$ cat src/rtl/pc_flow_ctrl_if.sv
// Handshake and datapath bundle between the ALU side of the core and pc_flow_ctrl.
// The slave modport is the flow controller's view; the master modport drives it.
interface pc_flow_ctrl_if #(
   parameter int PW = 10,
   parameter int CW = 16
);
   logic          Start;
   logic [3:0]    instruction;
   logic [1:0]    compare_flag;
   logic          alu_carry;
   logic [PW-1:0] branch_target;
   logic [PW-1:0] pc;
   logic [1:0]    flag_q;
   logic          carry_q;
   logic          branch_taken;
   logic          done;
   logic [CW-1:0] cycle_count;

   modport master (
      output Start,
      output instruction,
      output compare_flag,
      output alu_carry,
      output branch_target,
      input  pc,
      input  flag_q,
      input  carry_q,
      input  branch_taken,
      input  done,
      input  cycle_count
   );

   modport slave (
      input  Start,
      input  instruction,
      input  compare_flag,
      input  alu_carry,
      input  branch_target,
      output pc,
      output flag_q,
      output carry_q,
      output branch_taken,
      output done,
      output cycle_count
   );
endinterface

$ cat src/rtl/pc_flow_ctrl.sv
// Program-counter and flow-control stage behind the ALU: holds the architectural
// compare flag and carry, resolves branches/halt, and runs the start/done handshake.
module pc_flow_ctrl #(
   parameter int PW = 10,
   parameter int CW = 16
) (
   input  logic          Clk,
   input  logic          Reset,
   pc_flow_ctrl_if.slave bus
);
   localparam logic [1:0] ST_IDLE   = 2'd0;
   localparam logic [1:0] ST_RUN    = 2'd1;
   localparam logic [1:0] ST_HALTED = 2'd2;

   localparam logic [1:0] FLAG_LT   = 2'b00;
   localparam logic [1:0] FLAG_GT   = 2'b01;
   localparam logic [1:0] FLAG_EQ   = 2'b10;
   localparam logic [1:0] FLAG_NONE = 2'b11;

   localparam logic [3:0] OP_ADD  = 4'd2;
   localparam logic [3:0] OP_SUB  = 4'd3;
   localparam logic [3:0] OP_ADDI = 4'd4;
   localparam logic [3:0] OP_CMP  = 4'd7;
   localparam logic [3:0] OP_SHF  = 4'd8;
   localparam logic [3:0] OP_BEQ  = 4'd9;
   localparam logic [3:0] OP_BGT  = 4'd10;
   localparam logic [3:0] OP_BLT  = 4'd11;
   localparam logic [3:0] OP_JMP  = 4'd12;
   localparam logic [3:0] OP_HALT = 4'd15;

   localparam logic [PW-1:0] PC_ONE  = {{(PW-1){1'b0}}, 1'b1};
   localparam logic [CW-1:0] CNT_ONE = {{(CW-1){1'b0}}, 1'b1};
   localparam logic [CW-1:0] CNT_MAX = {CW{1'b1}};

   logic [1:0]    state_q, state_d;
   logic [PW-1:0] pc_q, pc_d;
   logic [1:0]    flg_q, flg_d;
   logic          cy_q, cy_d;
   logic          done_q, done_d;
   logic [CW-1:0] cnt_q, cnt_d;
   logic          taken_s;

   // Branch resolution: only in RUN, and conditional branches look at the latched flag.
   always_comb begin
      taken_s = 1'b0;
      if (state_q == ST_RUN) begin
         case (bus.instruction)
            OP_JMP:  taken_s = 1'b1;
            OP_BEQ:  taken_s = (flg_q == FLAG_EQ);
            OP_BGT:  taken_s = (flg_q == FLAG_GT);
            OP_BLT:  taken_s = (flg_q == FLAG_LT);
            default: taken_s = 1'b0;
         endcase
      end else begin
         taken_s = 1'b0;
      end
   end

   // Next-state logic for the sequencer, PC, flags and cycle counter.
   always_comb begin
      state_d = state_q;
      pc_d    = pc_q;
      flg_d   = flg_q;
      cy_d    = cy_q;
      done_d  = done_q;
      cnt_d   = cnt_q;
      case (state_q)
         ST_IDLE, ST_HALTED: begin
            if (bus.Start) begin
               state_d = ST_RUN;
               pc_d    = '0;
               flg_d   = FLAG_NONE;
               cy_d    = 1'b0;
               done_d  = 1'b0;
               cnt_d   = '0;
            end else begin
               state_d = state_q;
            end
         end
         ST_RUN: begin
            // The halt cycle is counted too; the counter sticks at all-ones.
            if (cnt_q != CNT_MAX) begin
               cnt_d = cnt_q + CNT_ONE;
            end else begin
               cnt_d = cnt_q;
            end

            case (bus.instruction)
               OP_CMP:                         flg_d = bus.compare_flag;
               OP_ADD, OP_SUB, OP_ADDI, OP_SHF: cy_d  = bus.alu_carry;
               default: begin
                  flg_d = flg_q;
                  cy_d  = cy_q;
               end
            endcase

            if (bus.instruction == OP_HALT) begin
               pc_d    = pc_q;
               state_d = ST_HALTED;
               done_d  = 1'b1;
            end else if (taken_s) begin
               pc_d = bus.branch_target;
            end else begin
               pc_d = pc_q + PC_ONE;
            end
         end
         default: begin
            state_d = ST_IDLE;
         end
      endcase
   end

   // State registers; Reset overrides Start and every opcode.
   always_ff @(posedge Clk) begin
      if (Reset) begin
         state_q <= ST_IDLE;
         pc_q    <= '0;
         flg_q   <= FLAG_NONE;
         cy_q    <= 1'b0;
         done_q  <= 1'b0;
         cnt_q   <= '0;
      end else begin
         state_q <= state_d;
         pc_q    <= pc_d;
         flg_q   <= flg_d;
         cy_q    <= cy_d;
         done_q  <= done_d;
         cnt_q   <= cnt_d;
      end
   end

   assign bus.pc           = pc_q;
   assign bus.flag_q       = flg_q;
   assign bus.carry_q      = cy_q;
   assign bus.branch_taken = taken_s;
   assign bus.done         = done_q;
   assign bus.cycle_count  = cnt_q;

endmodule

$ cat src/flat_wrapper.sv
// flat-port wrapper written by rule: the top's interface ports become plain ports
module pc_flow_ctrl_flat 
#(
   parameter int PW = 10,
   parameter int CW = 16
)
  (Clk, Reset, bus_Start, bus_instruction, bus_compare_flag, bus_alu_carry, bus_branch_target, bus_pc, bus_flag_q, bus_carry_q, bus_branch_taken, bus_done, bus_cycle_count);
  pc_flow_ctrl_if #(.PW(PW), .CW(CW)) bus_i ();
  input  logic Clk;
  input  logic Reset;
  input wire logic [$bits(bus_i.Start)-1:0] bus_Start;
  input wire logic [$bits(bus_i.instruction)-1:0] bus_instruction;
  input wire logic [$bits(bus_i.compare_flag)-1:0] bus_compare_flag;
  input wire logic [$bits(bus_i.alu_carry)-1:0] bus_alu_carry;
  input wire logic [$bits(bus_i.branch_target)-1:0] bus_branch_target;
  output wire logic [$bits(bus_i.pc)-1:0] bus_pc;
  output wire logic [$bits(bus_i.flag_q)-1:0] bus_flag_q;
  output wire logic [$bits(bus_i.carry_q)-1:0] bus_carry_q;
  output wire logic [$bits(bus_i.branch_taken)-1:0] bus_branch_taken;
  output wire logic [$bits(bus_i.done)-1:0] bus_done;
  output wire logic [$bits(bus_i.cycle_count)-1:0] bus_cycle_count;
  assign bus_i.Start = bus_Start;
  assign bus_i.instruction = bus_instruction;
  assign bus_i.compare_flag = bus_compare_flag;
  assign bus_i.alu_carry = bus_alu_carry;
  assign bus_i.branch_target = bus_branch_target;
  assign bus_pc = bus_i.pc;
  assign bus_flag_q = bus_i.flag_q;
  assign bus_carry_q = bus_i.carry_q;
  assign bus_branch_taken = bus_i.branch_taken;
  assign bus_done = bus_i.done;
  assign bus_cycle_count = bus_i.cycle_count;
  pc_flow_ctrl #(.PW(PW), .CW(CW)) u_core (.Clk(Clk), .Reset(Reset), .bus(bus_i));
endmodule
$ cat config.mk
export PLATFORM = sky130hd
export DESIGN_NAME = pc_flow_ctrl_flat
export DESIGN_NICKNAME = d
export VERILOG_FILES = /design/src/rtl/pc_flow_ctrl_if.sv /design/src/rtl/pc_flow_ctrl.sv /design/src/flat_wrapper.sv
export SDC_FILE = /design/constraint.sdc
export NUM_CORES = 1
export LEC_CHECK = 0
export CORE_MARGIN = 1.5
export CORE_UTILIZATION = 40
export CTS_CLUSTER_SIZE = 28
export DETAILED_ROUTE_END_ITERATION = 8
export GPL_TIMING_DRIVEN = 0
export PLACE_DENSITY_LB_ADDON = 0.3
export SYNTH_ARGS = -nofsm -noshare
export SYNTH_HDL_FRONTEND = slang
export SYNTH_SLANG_ARGS = --single-unit
export TNS_END_PERCENT = 100
$ cat constraint.sdc
create_clock -name Clk -period 1.9 [get_ports Clk]
set_input_delay 0.38 -clock Clk [delete_from_list [all_inputs] [get_ports Clk]]
set_output_delay 0.38 -clock Clk [all_outputs]
set_load 0.02 [all_outputs]
==> key figures, run 1 <==
Placed design
  – Dpl cells: 313
  – Port bufs: 50
  – Post-DP HPWL: ~3300 microns
  – Routability-driven placement congestion ratio: 0.762
  – Post-DP Area: ~0.0023 sq mm

Critical path
  – Cell mode on critical path: buf_6
  – Crit path cell chain: or3b_4 > o31ai_4 > o21a_1 > buf_6 > buf_6
  – Worst Path Required: roughly 1.5 ns
  – CP peak stage delay: about 0.38 ns
  – Critical Setup Path Class: flip-flop to primary output
  – Startpoint Class: flip-flop
  – Crit-path slowest cell: or3b_4
  – CP max FO: 2
  – CP endpoint kind: primary output
  – Worst R2R Path Depth: 7
  – CP Depth: 5
  – CP bufs+invs: 2
  – Worst Path Arrival: about 1.6 ns
  – R2R setup slack: 0.08 ns
  – Crit path max-delay family: simple AND/OR/NAND/NOR gates

Yosys
  – Ys async rst share: 0
  – Number of synthesized flops with an enable pin: 0
  – Mapped Area: approximately 0.0017 sq mm
  – Post-synth cell types: 42
  – Share of the synthesized area in the top cell type: 0.369
  – Count leader, synth: dfxtp_1
  – Synth cell count leaders: 32 x dfxtp_1, 30 x nor2_1, 24 x nand2_1, 16 x xnor2_1, 9 x nor3_1
  – Mapped Nets: between 200 and 250
  – Post-synthesis cell count: ~210
  – Post-synthesis sequential area ratio: 0.369
  – Primary FF master, synth: dfxtp_1
  – Yosys reg bits: 32
  – YS warnings: 0
  – Largest area contributor in the netlist: dfxtp_1
  – Area contributors post-synth: dfxtp_1 37%, xnor2_1 8.1%, nor2_1 6.5%
  – Syn_area_per_cell: 8.15 sq um

Layout
  – Fraction of layout instances using a drive strength above 1: 0.125
  – Cell Count, Final, Fillers Out: around 320
  – Fin nets: slightly below 300
  – Fillers: ~380
  – Post-route cell area: approximately 0.0025 sq mm
  – Diodes inserted: 0
  – P&R area growth vs syn: 42.7%

Timing
  – Final setup TNS: -0.0433 ns
  – Unrepaired setup endpoints after global routing: true
  – Fin crit share: 1.02
  – Setup Skew: between 0.005 and 0.006 ns
  – Max Slew Vio Count: 0
  – Hold WS: 0.481 ns
  – Final setup violation count: 1
  – Fmax achieved: approximately 510 MHz
  – Post-layout minimum cycle time: just under 2 ns
  – Worst slew pin tran: roughly 0.64 ns
  – Setup slack after layout: -0.0433 ns
  – Max_slew headroom: 0.570
  – Hold Violations, Final: 0

Power
  – Total Power: roughly 1.4 mW
  – Pleak: between 0.8 and 0.9 nW
  – Pwr dens: ~560 mW/mm^2
  – Max VDD drop: 0.357 mV

Clocking
  – Worst-Skew Late Latency: ~0.28 ns
  – CTS max path bufs: 2
  – CTS sink cnt: 32
  – # H-tree levels: 2
  – Post-cts hold buffer count: 0
  – Root buf cell: clkbuf_8
  – Clock Pin Slew Worst Setup and Hold Paths: ~0.060 ns
  – Total CTS buffers: 5
  – TritonCTS clock tree: yes

GRT
  – Largest net degree at the start of global routing: 11
  – Vias in the first global route: roughly 1600
  – Global-route wire length before repair: ~7400 microns
  – GRT Overall Usage: 0.206
  – Grt total ovfl: 0
  – Initial antenna violation count: 0

Die
  – IO Pins: 51
  – Die height: 68.9 microns
  – Starting Density: 0.425
  – Die width: slightly below 70 microns
  – Core area: 0.00409 sq mm
  – Row cnt: 23
  – Die ar.: 0.00474 sq mm

Run status
  – Status: complete, but fails checks
  – Failing checks: negative setup slack

Worst hold path
  – Worst hold stages: 2
  – Worst hold path class: flip-flop to flip-flop

Job
  – Max_cap viols: 0

Detailed routing
  – Iter 0 DRT Violations: about 130
  – Drc violations: 0
  – Per-cell routed wire length: around 14 microns
  – Drt total wl: 4620 microns
  – Vias/cell: about 5.7
  – Drt first pass iters: 4
  – Routed Antenna Nets: 0
  – Vias post-DR: between 1500 and 2000
[final cells by class]
| class | instances | area [sq um] | share of cell area |
|---|---|---|---|
| Timing Repair Buffer | 54 | 519 | 0.210 |
| Sequential cell | 32 | 646 | 0.261 |
| Clock inverter | 1 | 5.00 | 0.00202 |
| Clock buffer | 6 | 72.6 | 0.0293 |
| Inverter | 4 | 15.0 | 0.00606 |
| Buffer | 7 | 41.3 | 0.0167 |
| Multi-Input combinational cell | 169 | 1110 | 0.450 |
| Tap cell | 50 | 62.6 | 0.0253 |
[final timing paths]
kind | start | endpoint
min | u_core.bus.done | u_core.bus.done
max | u_core.bus.flag_q[0] | bus_branch_taken
min reg2reg | u_core.bus.done | u_core.bus.done
max reg2reg | u_core.bus.flag_q[0] | u_core.bus.pc[6]
[per-stage QoR]
| stage | setup slack, ns | utilization |
|---|---|---|
| after global routing | -0.110 | 0.606 |
| after global placement | -1.01 | 0.563 |
| after CTS | -0.0582 | 0.592 |
| after floorplan | 0.0588 | - |
| after detailed placement | -1.01 | 0.563 |
| final | -0.0433 | 0.606 |
[cell usage in the layout (no fill, tap or decap), types with 2 or more instances in the layout]
cell	count
o221ai_1	2
nand2b_1	4
buf_6	2
dlygate4sd2_1	2
a211oi_1	4
nand3_1	5
xnor2_1	16
clkbuf_1	3
nand4_1	5
or3b_1	2
o2111ai_1	3
ha_1	2
nor2_1	29
a22oi_1	2
inv_1	4
nor3_1	8
a32oi_1	4
nand2_1	24
clkbuf_2	3
o21ai_1	5
o211ai_1	2
and3_1	5
nor4_1	2
and4_1	2
clkbuf_8	5
nand4b_1	3
buf_4	4
a31oi_1	6
dfxtp_1	30
a21oi_1	7
nor4_2	3
buf_2	2
clkdlybuf4s50_1	45
[state kept, by name, indices dropped and copies added (netlist names)]
| name | count |
|---|---|
| u_core.bus.done | 1 |
| u_core.bus.carry_q | 1 |
| u_core.bus.cycle_count | 16 |
| u_core.state_q | 2 |
| u_core.bus.pc | 10 |
| u_core.bus.flag_q | 2 |
[routing by layer]
layer / global-route usage / share of wire
met1: 0.286 / 0.47
met2: 0.323 / 0.46
met5: 0 / 0
met3: 0.0406 / 0.055
met4: 0.0613 / 0.010
[timing repair]
action,4_1_cts,5_1_grt
endpoints found under the setup margin,12,23
pin swaps,3,3
resized for setup,22,16
setup buffers,3,1
[kinds of logic (layout without fill, tap and decap cells)]
kind of cell	count (synthesis)	in the layout	synth area share
buffers and inverters	12	72	0.0274
AOI/OAI and AO/OA	46	46	0.194
DFF	32	32	0.369
adders and majority gates	2	2	0.0144
and+or+nand+nor	105	105	0.314
xor gates and xnor gates	16	16	0.0807
[worst register-to-register path: cells and delay by family (launching register included)]
kind / cells / cell delay, ns
simple gates: 2 / 0.44
buf+inv: 2 / 0.36
compound gates: 3 / 0.55
flops: 1 / 0.34
[where the power goes]
part | switching [mW] | total [mW] | internal (mW) | leakage [nW]
Clock | 0.246 | 0.495 | 0.249 | 0.0410
Sequential | 0.0137 | 0.695 | 0.681 | 0.258
Combinational | 0.105 | 0.189 | 0.0843 | 0.506
Total | 0.365 | 1.38 | 1.01 | 0.805
(Power assumes the default switching activity.)
==> run 2: changes to the inputs <==
--- a/config.mk
+++ b/config.mk
@@ -7,6 +7,7 @@
 export LEC_CHECK = 0
 export CORE_MARGIN = 1.5
 export CORE_UTILIZATION = 40
+export CTS_CLUSTER_DIAMETER = 200
 export CTS_CLUSTER_SIZE = 28
 export DETAILED_ROUTE_END_ITERATION = 8
 export GPL_TIMING_DRIVEN = 0
==> results of run 2 <==
The final DEF is identical to that of run 1; final timing and power are the same.
